==> config.mk <==
export PLATFORM = sky130hd
export DESIGN_NAME = mem_arbiter
export DESIGN_NICKNAME = d
export VERILOG_FILES = /design/src/rtl/mem_arbiter.sv
export SDC_FILE = /design/constraint.sdc
export NUM_CORES = 1
export LEC_CHECK = 0
export CAP_MARGIN = 20
export CORE_UTILIZATION = 38
export DETAILED_ROUTE_END_ITERATION = 16
export HOLD_SLACK_MARGIN = 0.1
export PLACE_DENSITY = 0.89
export SLEW_MARGIN = 0
export SYNTH_ARGS = -nofsm -noshare
export SYNTH_HDL_FRONTEND = slang
export SYNTH_SLANG_ARGS = --single-unit
==> constraint.sdc <==
create_clock -name clk -period 3.7 [get_ports clk]
set_clock_uncertainty 0.1 [all_clocks]
set_input_delay 0.925 -clock clk [delete_from_list [all_inputs] [get_ports clk]]
set_output_delay 0.925 -clock clk [all_outputs]
set_load 0.05 [all_outputs]
==> src/rtl/mem_arbiter.sv <==
// ---------------------------------------------------------------------------
// mem_arbiter
//
// Shares one pipelined main-memory port between the I-cache (block fills)
// and the D-cache (block fills and single-word write-through stores).
// The D side has fixed priority. Arbitration happens only in IDLE, and each
// granted transaction runs to completion before the next grant.
//
// Ports
//   clk, rst             clock, synchronous active-high reset
//   i_req, i_addr        I-cache fill request (level) and miss address
//   i_data, i_valid,     returned fill word, its strobe, and its word index
//   i_widx, i_done       within the block; one-cycle completion pulse
//   d_req, d_wr,         D-cache request (level), write/fill select, address,
//   d_addr, d_wdata      and write data (d_wr/d_wdata sampled at grant)
//   d_data, d_valid,     D-side equivalents of the I-side return signals
//   d_widx, d_done
//   mem_enable, mem_wr,  memory request, write select, word-aligned address
//   mem_addr, mem_wdata  and write data
//   mem_rdata,           memory read data and its strobe (MEM_LATENCY
//   mem_data_valid       cycles after the read issue)
// ---------------------------------------------------------------------------
module mem_arbiter #(
    parameter int ADDR_WIDTH  = 16,
    parameter int BLOCK_WORDS = 8,
    parameter int MEM_LATENCY = 4
) (
    input  logic                           clk,
    input  logic                           rst,
    input  logic                           i_req,
    input  logic [ADDR_WIDTH-1:0]          i_addr,
    output logic [15:0]                    i_data,
    output logic                           i_valid,
    output logic [$clog2(BLOCK_WORDS)-1:0] i_widx,
    output logic                           i_done,
    input  logic                           d_req,
    input  logic                           d_wr,
    input  logic [ADDR_WIDTH-1:0]          d_addr,
    input  logic [15:0]                    d_wdata,
    output logic [15:0]                    d_data,
    output logic                           d_valid,
    output logic [$clog2(BLOCK_WORDS)-1:0] d_widx,
    output logic                           d_done,
    output logic                           mem_enable,
    output logic                           mem_wr,
    output logic [ADDR_WIDTH-1:0]          mem_addr,
    output logic [15:0]                    mem_wdata,
    input  logic [15:0]                    mem_rdata,
    input  logic                           mem_data_valid
);

    localparam int WIDX_W = $clog2(BLOCK_WORDS);
    // The issue counter needs one extra bit so it can hold BLOCK_WORDS,
    // which marks "all reads issued, only waiting for returns".
    localparam int ICNT_W = WIDX_W + 1;

    localparam logic [WIDX_W-1:0]     LAST_WORD = WIDX_W'(BLOCK_WORDS - 1);
    localparam logic [ICNT_W-1:0]     ISSUE_END = ICNT_W'(BLOCK_WORDS);
    localparam logic [ADDR_WIDTH-1:0] FILL_MASK = ~(ADDR_WIDTH'(2 * BLOCK_WORDS - 1));
    localparam logic [ADDR_WIDTH-1:0] WORD_MASK = ~(ADDR_WIDTH'(1));

    if (BLOCK_WORDS < 2 || (BLOCK_WORDS & (BLOCK_WORDS - 1)) != 0 || MEM_LATENCY < 1) begin : g_bad_param
        $error("mem_arbiter: BLOCK_WORDS must be a power of 2 >= 2 and MEM_LATENCY >= 1");
    end

    typedef enum logic [1:0] {
        IDLE    = 2'd0,
        I_FILL  = 2'd1,
        D_FILL  = 2'd2,
        D_WRITE = 2'd3
    } state_t;

    state_t                  state_q;
    logic [ICNT_W-1:0]       iss_cnt_q;
    logic [WIDX_W-1:0]       rcv_cnt_q;
    logic [ADDR_WIDTH-1:0]   base_q;
    logic [ADDR_WIDTH-1:0]   base_d;
    logic [15:0]             wdata_q;

    logic in_fill;
    logic issuing;
    logic rx;
    logic last_rx;
    logic i_own;
    logic d_own;

    assign in_fill = (state_q == I_FILL) || (state_q == D_FILL);
    assign issuing = in_fill && (iss_cnt_q != ISSUE_END);
    // Returns outside a fill (IDLE, D_WRITE, or stale data after reset while
    // idle) never reach either cache.
    assign rx      = in_fill && mem_data_valid;
    assign last_rx = rx && (rcv_cnt_q == LAST_WORD);
    assign i_own   = (state_q == I_FILL);
    assign d_own   = (state_q == D_FILL);

    // Base address chosen by the same priority as the grant itself.
    always_comb begin
        base_d = i_addr & FILL_MASK;
        if (d_req) begin
            base_d = d_wr ? (d_addr & WORD_MASK) : (d_addr & FILL_MASK);
        end
    end

    always_ff @(posedge clk) begin
        if (rst) begin
            state_q   <= IDLE;
            iss_cnt_q <= '0;
            rcv_cnt_q <= '0;
        end else begin
            case (state_q)
                IDLE: begin
                    iss_cnt_q <= '0;
                    rcv_cnt_q <= '0;
                    if (d_req) begin
                        state_q <= d_wr ? D_WRITE : D_FILL;
                    end else if (i_req) begin
                        state_q <= I_FILL;
                    end
                end
                I_FILL, D_FILL: begin
                    // Request level is not consulted here: a dropped request
                    // still runs the fill to completion.
                    if (issuing) begin
                        iss_cnt_q <= iss_cnt_q + ICNT_W'(1);
                    end
                    if (rx) begin
                        rcv_cnt_q <= rcv_cnt_q + WIDX_W'(1);
                    end
                    if (last_rx) begin
                        state_q <= IDLE;
                    end
                end
                D_WRITE: begin
                    state_q <= IDLE;
                end
                default: begin
                    state_q <= IDLE;
                end
            endcase
        end
    end

    // Address/data latches need no reset: every output they feed is gated
    // by the state, so stale contents are never visible.
    always_ff @(posedge clk) begin
        if (state_q == IDLE && (d_req || i_req)) begin
            base_q  <= base_d;
            wdata_q <= d_wdata;
        end
    end

    assign mem_enable = issuing || (state_q == D_WRITE);
    assign mem_wr     = (state_q == D_WRITE);
    // In D_WRITE the issue counter is still 0, so this is just the base.
    assign mem_addr   = mem_enable ? (base_q + (ADDR_WIDTH'(iss_cnt_q) << 1)) : '0;
    assign mem_wdata  = mem_wr ? wdata_q : '0;

    assign i_valid = i_own && mem_data_valid;
    assign i_data  = i_own ? mem_rdata : '0;
    assign i_widx  = i_own ? rcv_cnt_q : '0;
    assign i_done  = i_own && last_rx;

    assign d_valid = d_own && mem_data_valid;
    assign d_data  = d_own ? mem_rdata : '0;
    assign d_widx  = d_own ? rcv_cnt_q : '0;
    assign d_done  = (d_own && last_rx) || (state_q == D_WRITE);

endmodule

* After elaboration in Yosys (flattened, before gate mapping)
Cells that the tools add are included.
W data, S select, Z words.
** Word-level totals
- Flip-flop bits (word level) :: 41
- Input port bits :: 70
** Cells by class
- Equality and inequality tests :: 9
- Reductions and logical operators :: 19
- Multiplexer cells :: 17
- Add/subtract/negate cells :: 3
** Operators by type and width (count)
- $mux W16 :: 5
- $add A16 B5 Y16 :: 1
- $mux W3 :: 3
- $logic_and A1 B1 Y1 :: 8
- $mux W4 :: 2
- $pmux W4 S2 :: 1
- $reduce_and A2 Y1 :: 4
- $mux W2 :: 3
- $ne A2 B2 Y1 const B :: 3
- $pmux W2 S3 :: 1
- $pmux W3 S2 :: 1
- $add A4 B1 Y4 const B :: 1
- $eq A2 B2 Y1 const B :: 2
- $logic_or A1 B1 Y1 :: 4
- $ne A4 B4 Y1 const B :: 1
- $add A3 B1 Y3 const B :: 1
- $eq A3 B3 Y1 const B :: 1
- $ne A3 B3 Y1 const B :: 1
- $eq A2 B1 Y1 const B :: 1
- $logic_not A2 Y1 :: 1
- $reduce_bool A2 Y1 :: 1
- $reduce_or A2 Y1 :: 1
- $mux W1 :: 1

* Longest topological paths before layout
Gate-level depths: netlist (run 1).
- Depth in word-level cells :: 6
- Mapped depth :: 7
- Gate-level depth less buffers :: 7

* Worst setup path before layout (run 1)
Ideal clock, no wire load.
- Path type :: register to output
- Start :: reg iss_cnt_q[0]
- End :: out mem_addr[15]
- Stages on the path, launching flop included :: 8
- Setup slack :: 0.070 ns
- Arrival :: 2.605 ns
- Cell sequence :: dfxtp_1 > ha_1 > inv_1 > fa_1 > nand2b_1 > a21o_1 > or4_1 > a21oi_1
** Between the ends
- Word-level cells in the longest chain between the ends :: 4
- Elaborated cells between the ends (all ways) :: 5
- Those cells by class :: add/sub (1); eq/ne (1); mux (1); reduce/logical (2)
** Ends and longest elaborated chain
- start, declared :: line 74 : logic [ICNT_W-1:0] iss_cnt_q;
- start signal, assigned :: line 124 : iss_cnt_q <= iss_cnt_q + ICNT_W'(1);
- branches (longest 3 deep; another with $add A16 B5 Y16)
- $mux W16 * :: line 155 : assign mem_addr = mem_enable ? (base_q + (ADDR_WIDTH'(iss_cnt_q) << 1)) : '0;
- end, declared :: line 46 : output logic [ADDR_WIDTH-1:0] mem_addr,
Every way passes the cells marked *.

* Final worst setup path (run 1)
Same ends and word-level chain as after synthesis.

==> results of run 1 <==
## cell families after synthesis
family / after synthesis / synth area share, %
adder cells (fa/ha/maj): 14 / 7.37
AO/OA/AOI/OAI: 36 / 9.03
XOR/XNOR: 5 / 1.77
buffers and inverters: 21 / 3.43
other: 1 / 0.151
AND/OR/NAND/NOR: 112 / 26.7
flip-flops: 40 / 44.8
multiplexers: 15 / 6.76
## worst min-delay path by stage
stage | to | slack, ps | start | cells after the start
after floorplan | state_q[0]$_SDFFE_PP0P_ | 380 | state_q[0]$_SDFFE_PP0P_ | 2
after global placement | state_q[0]$_SDFFE_PP0P_ | 400 | state_q[0]$_SDFFE_PP0P_ | 2
after detailed placement | state_q[0]$_SDFFE_PP0P_ | 410 | state_q[0]$_SDFFE_PP0P_ | 2
after CTS | state_q[0]$_SDFFE_PP0P_ | 430 | state_q[0]$_SDFFE_PP0P_ | 2
after global routing | state_q[0]$_SDFFE_PP0P_ | 450 | state_q[0]$_SDFFE_PP0P_ | 2
final | state_q[0]$_SDFFE_PP0P_ | 430 | state_q[0]$_SDFFE_PP0P_ | 2
## synthesized netlist by cell type, types with 2 or more instances
master	count
nand2_1	8
xor2_1	2
a21oi_1	13
nand4_1	2
o21ai_0	8
a21o_1	2
clkbuf_1	7
and3_1	5
buf_1	2
buf_2	2
or3_1	5
xnor2_1	3
a32oi_1	2
edfxtp_1	31
ha_1	13
or3_2	2
a211oi_1	4
nand2b_1	4
inv_1	9
and2_1	57
nand3_1	5
nor2_1	15
dfxtp_1	9
mux2_2	14
## final cells by class
class                           count  area [sq um]  area share [%]
Multi-Input combinational cell    183          1300            32.1
Timing Repair Buffer              143          1410            34.9
Clock inverter                      3          18.8           0.465
Inverter                            9          33.8           0.836
Tap cell                           77          96.3            2.38
Clock buffer                        5          68.8            1.70
Sequential cell                    40          1110            27.6
## power by group through the flow
stage	registers [mW]	clock network [mW]	logic [mW]
finish	0.720	0.287	1.70
CTS	0.717	0.293	1.70
detailed placement	0.727	0	1.69
floorplan	0.710	0	1.12
global placement	0.720	0	1.67
global route	0.738	0.308	1.80
## worst max-delay path, stage by stage, from the launching register on
cell      delay (ps)
dfxtp_4          380
ha_2             200
inv_1             50
fa_1             380
nand2b_1         200
a21o_1           230
or4_1            430
a21oi_2          200
buf_12           150
## per-stage QoR
step	hold slack (ps)	std cells	setup slack, ps	util, %	power [mW]
after floorplan	380	244	70.5	-	1.83
after CTS	428	459	35.7	63.7	2.71
final	429	460	157	64.0	2.70
after global placement	397	451	317	62.3	2.39
after global routing	453	460	8.97	64.0	2.85
after detailed placement	409	451	315	62.3	2.42
## repair_timing
action / CTS / global route
buffers inserted: 0 / 1
endpoints found under the setup margin: 1 / 4
gates resized for setup: 1 / 4
cloned: 0 / 0
## sequential cells by signal (all words and copies together) (netlist names)
signal,cells
base_q,15
iss_cnt_q,4
rcv_cnt_q,3
state_q,2
wdata_q,16
## routing by layer
metal	part of all wire [%]	wire, um
met1	41	2650
met2	55	3590
met3	3.7	238
met4	0.42	27
met5	0	0
==> out/results.ini, run 1 <==
[power]
power_leakage_nw=1.57
ir_drop_mv=0.452
internal-power_mw=1.37
comb_power_share_pct=62.7
p_per_area_mw_per_mm2=669
pwr-share-clk_pct=10.6
power_frac_seq_pct=26.7
p_switching_mw=1.33
netSwitchingFraction_pct=49.2

[synth]
yosys.area.top_type_share_pct=37.5
syn_area_sq_mm=0.00248
syn_inst=244
synth_ff_type=edfxtp_1
avgSynthCellArea_sq_um=10.2
yosys_register_bits=40
synth_edf_count=31
ys_seq_area_share_pct=44.8
async_reset_ff_share_pct=0
yosys_warnings=0
ys_types=44
synth.net_count=328
yosys.area.top_type=edfxtp_1
synthTopCellsByArea=edfxtp_1 38%, and2_1 14%, dfxtp_1 7.3%

[clock_network]
cts_sinks=40
clkTransAtPathRegs_ps=80
holdBufCountCts=0
cts_buffers=5
cts_root_buf=clkbuf_8
worst_skew_pair.late_latency_ps=290
htreeDepth=2
cts_tree=yes
clk_path_buf_depth=2

[cells_and_area]
area_growth_pct=62.9
final_common_cell=clkdlybuf4s50_1
fillers=523
antennaDiodeCount=0
nets=466
design_area_sq_mm=0.00404
drive_above_1_share_pct=16.7
final_cell_mix=110 x clkdlybuf4s50_1, 57 x and2_1, 31 x edfxtp_1

[critical_path]
endpoint=mem_addr[15]
endpoint_kind=output pin
startpoint_type=flip-flop
r2r_cells=5
rr_startpoint=state_q[0]$_SDFFE_PP0P_
cp.required_ps=2670
r2r_slack_ps=1770
critical_path_class=reg -> out
r2r-end=state_q[1]$_SDFFE_PP0P_
critPathMaxFanout=7
crit_start=iss_cnt_q[0]$_SDFFE_PP0P_
arrival_ps=2520

[global_routing]
grt_pass1_wl_mm=9.98
grt_pass1_vias=2117
met2_usage_pct=36.6
antenna_found_initial=0
track_usage_pct=19.3
grt_max_degree=29
top_usage_layer=met2
met1_usage_pct=22.6
grt_overflow=0
gr-usage-met3_pct=3.17

[placed_design]
place_area_sq_mm=0.00393
io_buffers=139
gp_congestion=0.751
dp_hpwl_mm=5.10

[die]
die_area_sq_mm=0.00685
die_h_um=82.8
io_pins=146
rows=29
core_sq_mm=0.00631
initial_utilization_pct=39.3
die_x_um=82.8

[sta]
worst_slew_pin_slew_ps=599
finalSetupViolCount=0
timing.final.max_slew_violations=0
rsz0062_at_grt=no
maxSlewHeadroom_pct=60.1
setup_tns_ps=0
timing.final.crit_share_pct=95.8
fin_crit_ps=3540
finalHoldViolCount=0
clock.fmax_ghz=0.282

[worst_hold_path]
worstHoldPathType=reg -> reg

[detailed_routing]
first_iter_violations=105
drc=0
drt_pass1_iterations=4
wl_mm=6.51
avgViaCountPerCell=4.87
ant_nets=0
vias=2238
post_drt_wl_per_cell_um=14.1

[run]
maxCapViolations=0

[status]
status=finished clean

No activity file was read; power rests on OpenSTA's default activity.
==> inputs of run 2 (changes only) <==
--- a/config.mk
+++ b/config.mk
@@ -6,10 +6,10 @@
 export NUM_CORES = 1
 export LEC_CHECK = 0
 export CAP_MARGIN = 20
-export CORE_UTILIZATION = 38
+export CORE_UTILIZATION = 41
 export DETAILED_ROUTE_END_ITERATION = 16
 export HOLD_SLACK_MARGIN = 0.1
-export PLACE_DENSITY = 0.89
+export PLACE_DENSITY = 0.94
 export SLEW_MARGIN = 0
 export SYNTH_ARGS = -nofsm -noshare
 export SYNTH_HDL_FRONTEND = slang
==> constraint.sdc (replaced) <==
create_clock -name clk -period 4.6 [get_ports clk]
set_clock_uncertainty 0.1 [all_clocks]
set_input_delay 1.15 -clock clk [delete_from_list [all_inputs] [get_ports clk]]
set_output_delay 1.15 -clock clk [all_outputs]
set_load 0.05 [all_outputs]
==> out/results.ini, run 2 (synthesized netlist as in run 1, its figures left out) <==
[status]
status=finished clean  ; unchanged

[critical_path]
r2r_slack_ps=2730  ; was 1770 ps
cp.required_ps=3350  ; was 2670 ps
rr_startpoint=state_q[0]$_SDFFE_PP0P_  ; unchanged
critPathMaxFanout=10  ; was 7
r2r_cells=6  ; was 5
arrival_ps=3050  ; was 2520 ps
startpoint_type=flip-flop  ; unchanged
endpoint_kind=output pin  ; unchanged
critical_path_class=reg -> out  ; unchanged
r2r-end=state_q[1]$_SDFFE_PP0P_  ; unchanged

[cells_and_area]
antennaDiodeCount=0  ; unchanged
nets=466  ; unchanged
final_common_cell=clkdlybuf4s50_1  ; unchanged
largest-register=wdata_q  ; unchanged
drive_above_1_share_pct=7.57  ; was 16.7%
final_cell_mix=136 x clkdlybuf4s50_1, 57 x and2_1, 31 x edfxtp_1  ; was 110 x clkdlybuf4s50_1, 57 x and2_1, 31 x edfxtp_1
design_area_sq_mm=0.00403  ; was 0.00404 sq mm
reg_top3=wdata_q (16), base_q (15), iss_cnt_q (4)  ; unchanged
largest_register_ffs=16  ; unchanged
area_growth_pct=62.5  ; was 62.9%

[detailed_routing]
drt_pass1_iterations=4  ; unchanged
drc=0  ; unchanged
post_drt_wl_per_cell_um=14.6  ; was 14.1 um
vias=2262  ; was 2238
ant_nets=0  ; unchanged
first_iter_violations=113  ; was 105
avgViaCountPerCell=4.97  ; was 4.87
wl_mm=6.64  ; was 6.51 mm

[worst_hold_path]
whs_endpoint=state_q[0]$_SDFFE_PP0P_  ; unchanged
hold_depth=2  ; unchanged
worstHoldPathType=reg -> reg  ; unchanged
min_from=state_q[0]$_SDFFE_PP0P_  ; unchanged

[clock_network]
cts_tree=yes  ; unchanged
cts-resized-gates=0  ; was 1
htreeDepth=2  ; unchanged
cts_buffers=5  ; unchanged
holdBufCountCts=0  ; unchanged
cts_root_buf=clkbuf_8  ; unchanged
clk_path_buf_depth=2  ; unchanged
clkTransAtPathRegs_ps=70  ; was 80 ps
post_cts_buffers=0  ; unchanged
worst_skew_pair.late_latency_ps=290  ; about the same
cts_sinks=40  ; unchanged

[placed_design]
io_buffers=139  ; unchanged
place_area_sq_mm=0.00394  ; was 0.00393 sq mm
gp_congestion=0.743  ; was 0.751
dp_hpwl_mm=5.13  ; was 5.10 mm

[global_routing]
grt_overflow=0  ; unchanged
grt_max_degree=32  ; was 29
grt_pass1_wl_mm=10.2  ; was 9.98 mm
grt_pass1_vias=2149  ; was 2117
antenna_found_initial=0  ; unchanged
track_usage_pct=20.9  ; was 19.3%

[die]
core_sq_mm=0.00568  ; was 0.00631 sq mm
die_h_um=79.8  ; was 82.8 um
die_x_um=79.8  ; was 82.8 um
initial_utilization_pct=43.7  ; was 39.3%
io_pins=146  ; unchanged
rows=27  ; was 29
die_area_sq_mm=0.00636  ; was 0.00685 sq mm

[power]
ir_drop_mv=0.423  ; was 0.452 mV
power_leakage_nw=1.56  ; was 1.57 nW
p_per_area_mw_per_mm2=528  ; was 669 mW/mm^2

[sta]
finalSetupViolCount=0  ; unchanged
maxSlewHeadroom_pct=61.1  ; was 60.1%
fin_crit_ps=4300
timing.final.max_slew_violations=0  ; unchanged
rsz0062_at_grt=no  ; unchanged
worst_slew_pin_slew_ps=584  ; was 599 ps
finalHoldViolCount=0  ; unchanged
setup_tns_ps=0  ; unchanged
timing.final.crit_share_pct=93.5
clock.fmax_ghz=0.233

[run]
maxCapViolations=0  ; unchanged

==> run 2: cell types whose count changed in the layout (fill, tap and decap cells not counted) <==
cell,delta
clkinvlp_4,-2
clkbuf_1,+2
clkdlybuf4s50_1,+26
a21oi_2,-2
ha_1,+1
buf_12,-5
dfxtp_1,+1
buf_4,-24
dfxtp_4,-1
ha_2,-1
a21oi_1,+2
dlymetal6s2s_1,+3
==> run 2: critical path, stage by stage (launching register included) <==
cell             delay, ps
dfxtp_1                440
ha_1                   290
a211o_1                310
a21oi_1                470
o21ai_0                210
a21oi_1                190
clkdlybuf4s50_1        840
==> run 2: worst max-delay path by stage <==
stage	from	endpoint	slack, ps	cells past startpoint
2_1_floorplan	iss_cnt_q[0]$_SDFFE_PP0P_	mem_addr[15]	750	7
3_3_place_gp	iss_cnt_q[0]$_SDFFE_PP0P_	mem_addr[15]	460	8
4_1_cts	iss_cnt_q[0]$_SDFFE_PP0P_	mem_addr[15]	60	8
5_1_grt	iss_cnt_q[1]$_SDFFE_PP0P_	mem_addr[14]	160	6
6_report	iss_cnt_q[1]$_SDFFE_PP0P_	mem_addr[10]	300	6
3_5_place_dp	iss_cnt_q[0]$_SDFFE_PP0P_	mem_addr[15]	380	8
==> run 2: area by class of cell <==
class,count,area (sq um)
fill,437,1650
timing repair buffer,143,1430
multi-input combinational,183,1290
sequential,40,1110
tap,72,90.1
clock buffer,7,76.3
inverter,9,33.8
clock inverter,1,3.75
==> run 2: layer usage <==
metal / wire length [um] / part of all wire (%) / vias up / track usage (%)
li1: - / - / 1129 / -
met1: 2670 / 40 / 1061 / 24.2
met2: 3610 / 54 / 63 / 39.1
met3: 279 / 4.2 / 9 / 3.77
met4: 74 / 1.1 / 0 / 5.54
met5: 0 / 0 / - / 0
==> run 2: stage by stage <==
stage	setup slack (ps)	hold slack, ps	std cells	power [mW]	util, %
global placement	464	397	446	1.88	69.3
detailed placement	379	418	446	1.90	69.3
global route	158	455	455	2.23	71.0
CTS	57.3	427	454	2.12	70.7
finish	301	427	455	2.13	71.0
floorplan	745	380	244	1.47	-
==> run 2: power breakdown <==
group          switching [mW]  internal, mW
clock                   0.114         0.106
sequential             0.0611         0.519
combinational           0.866         0.461
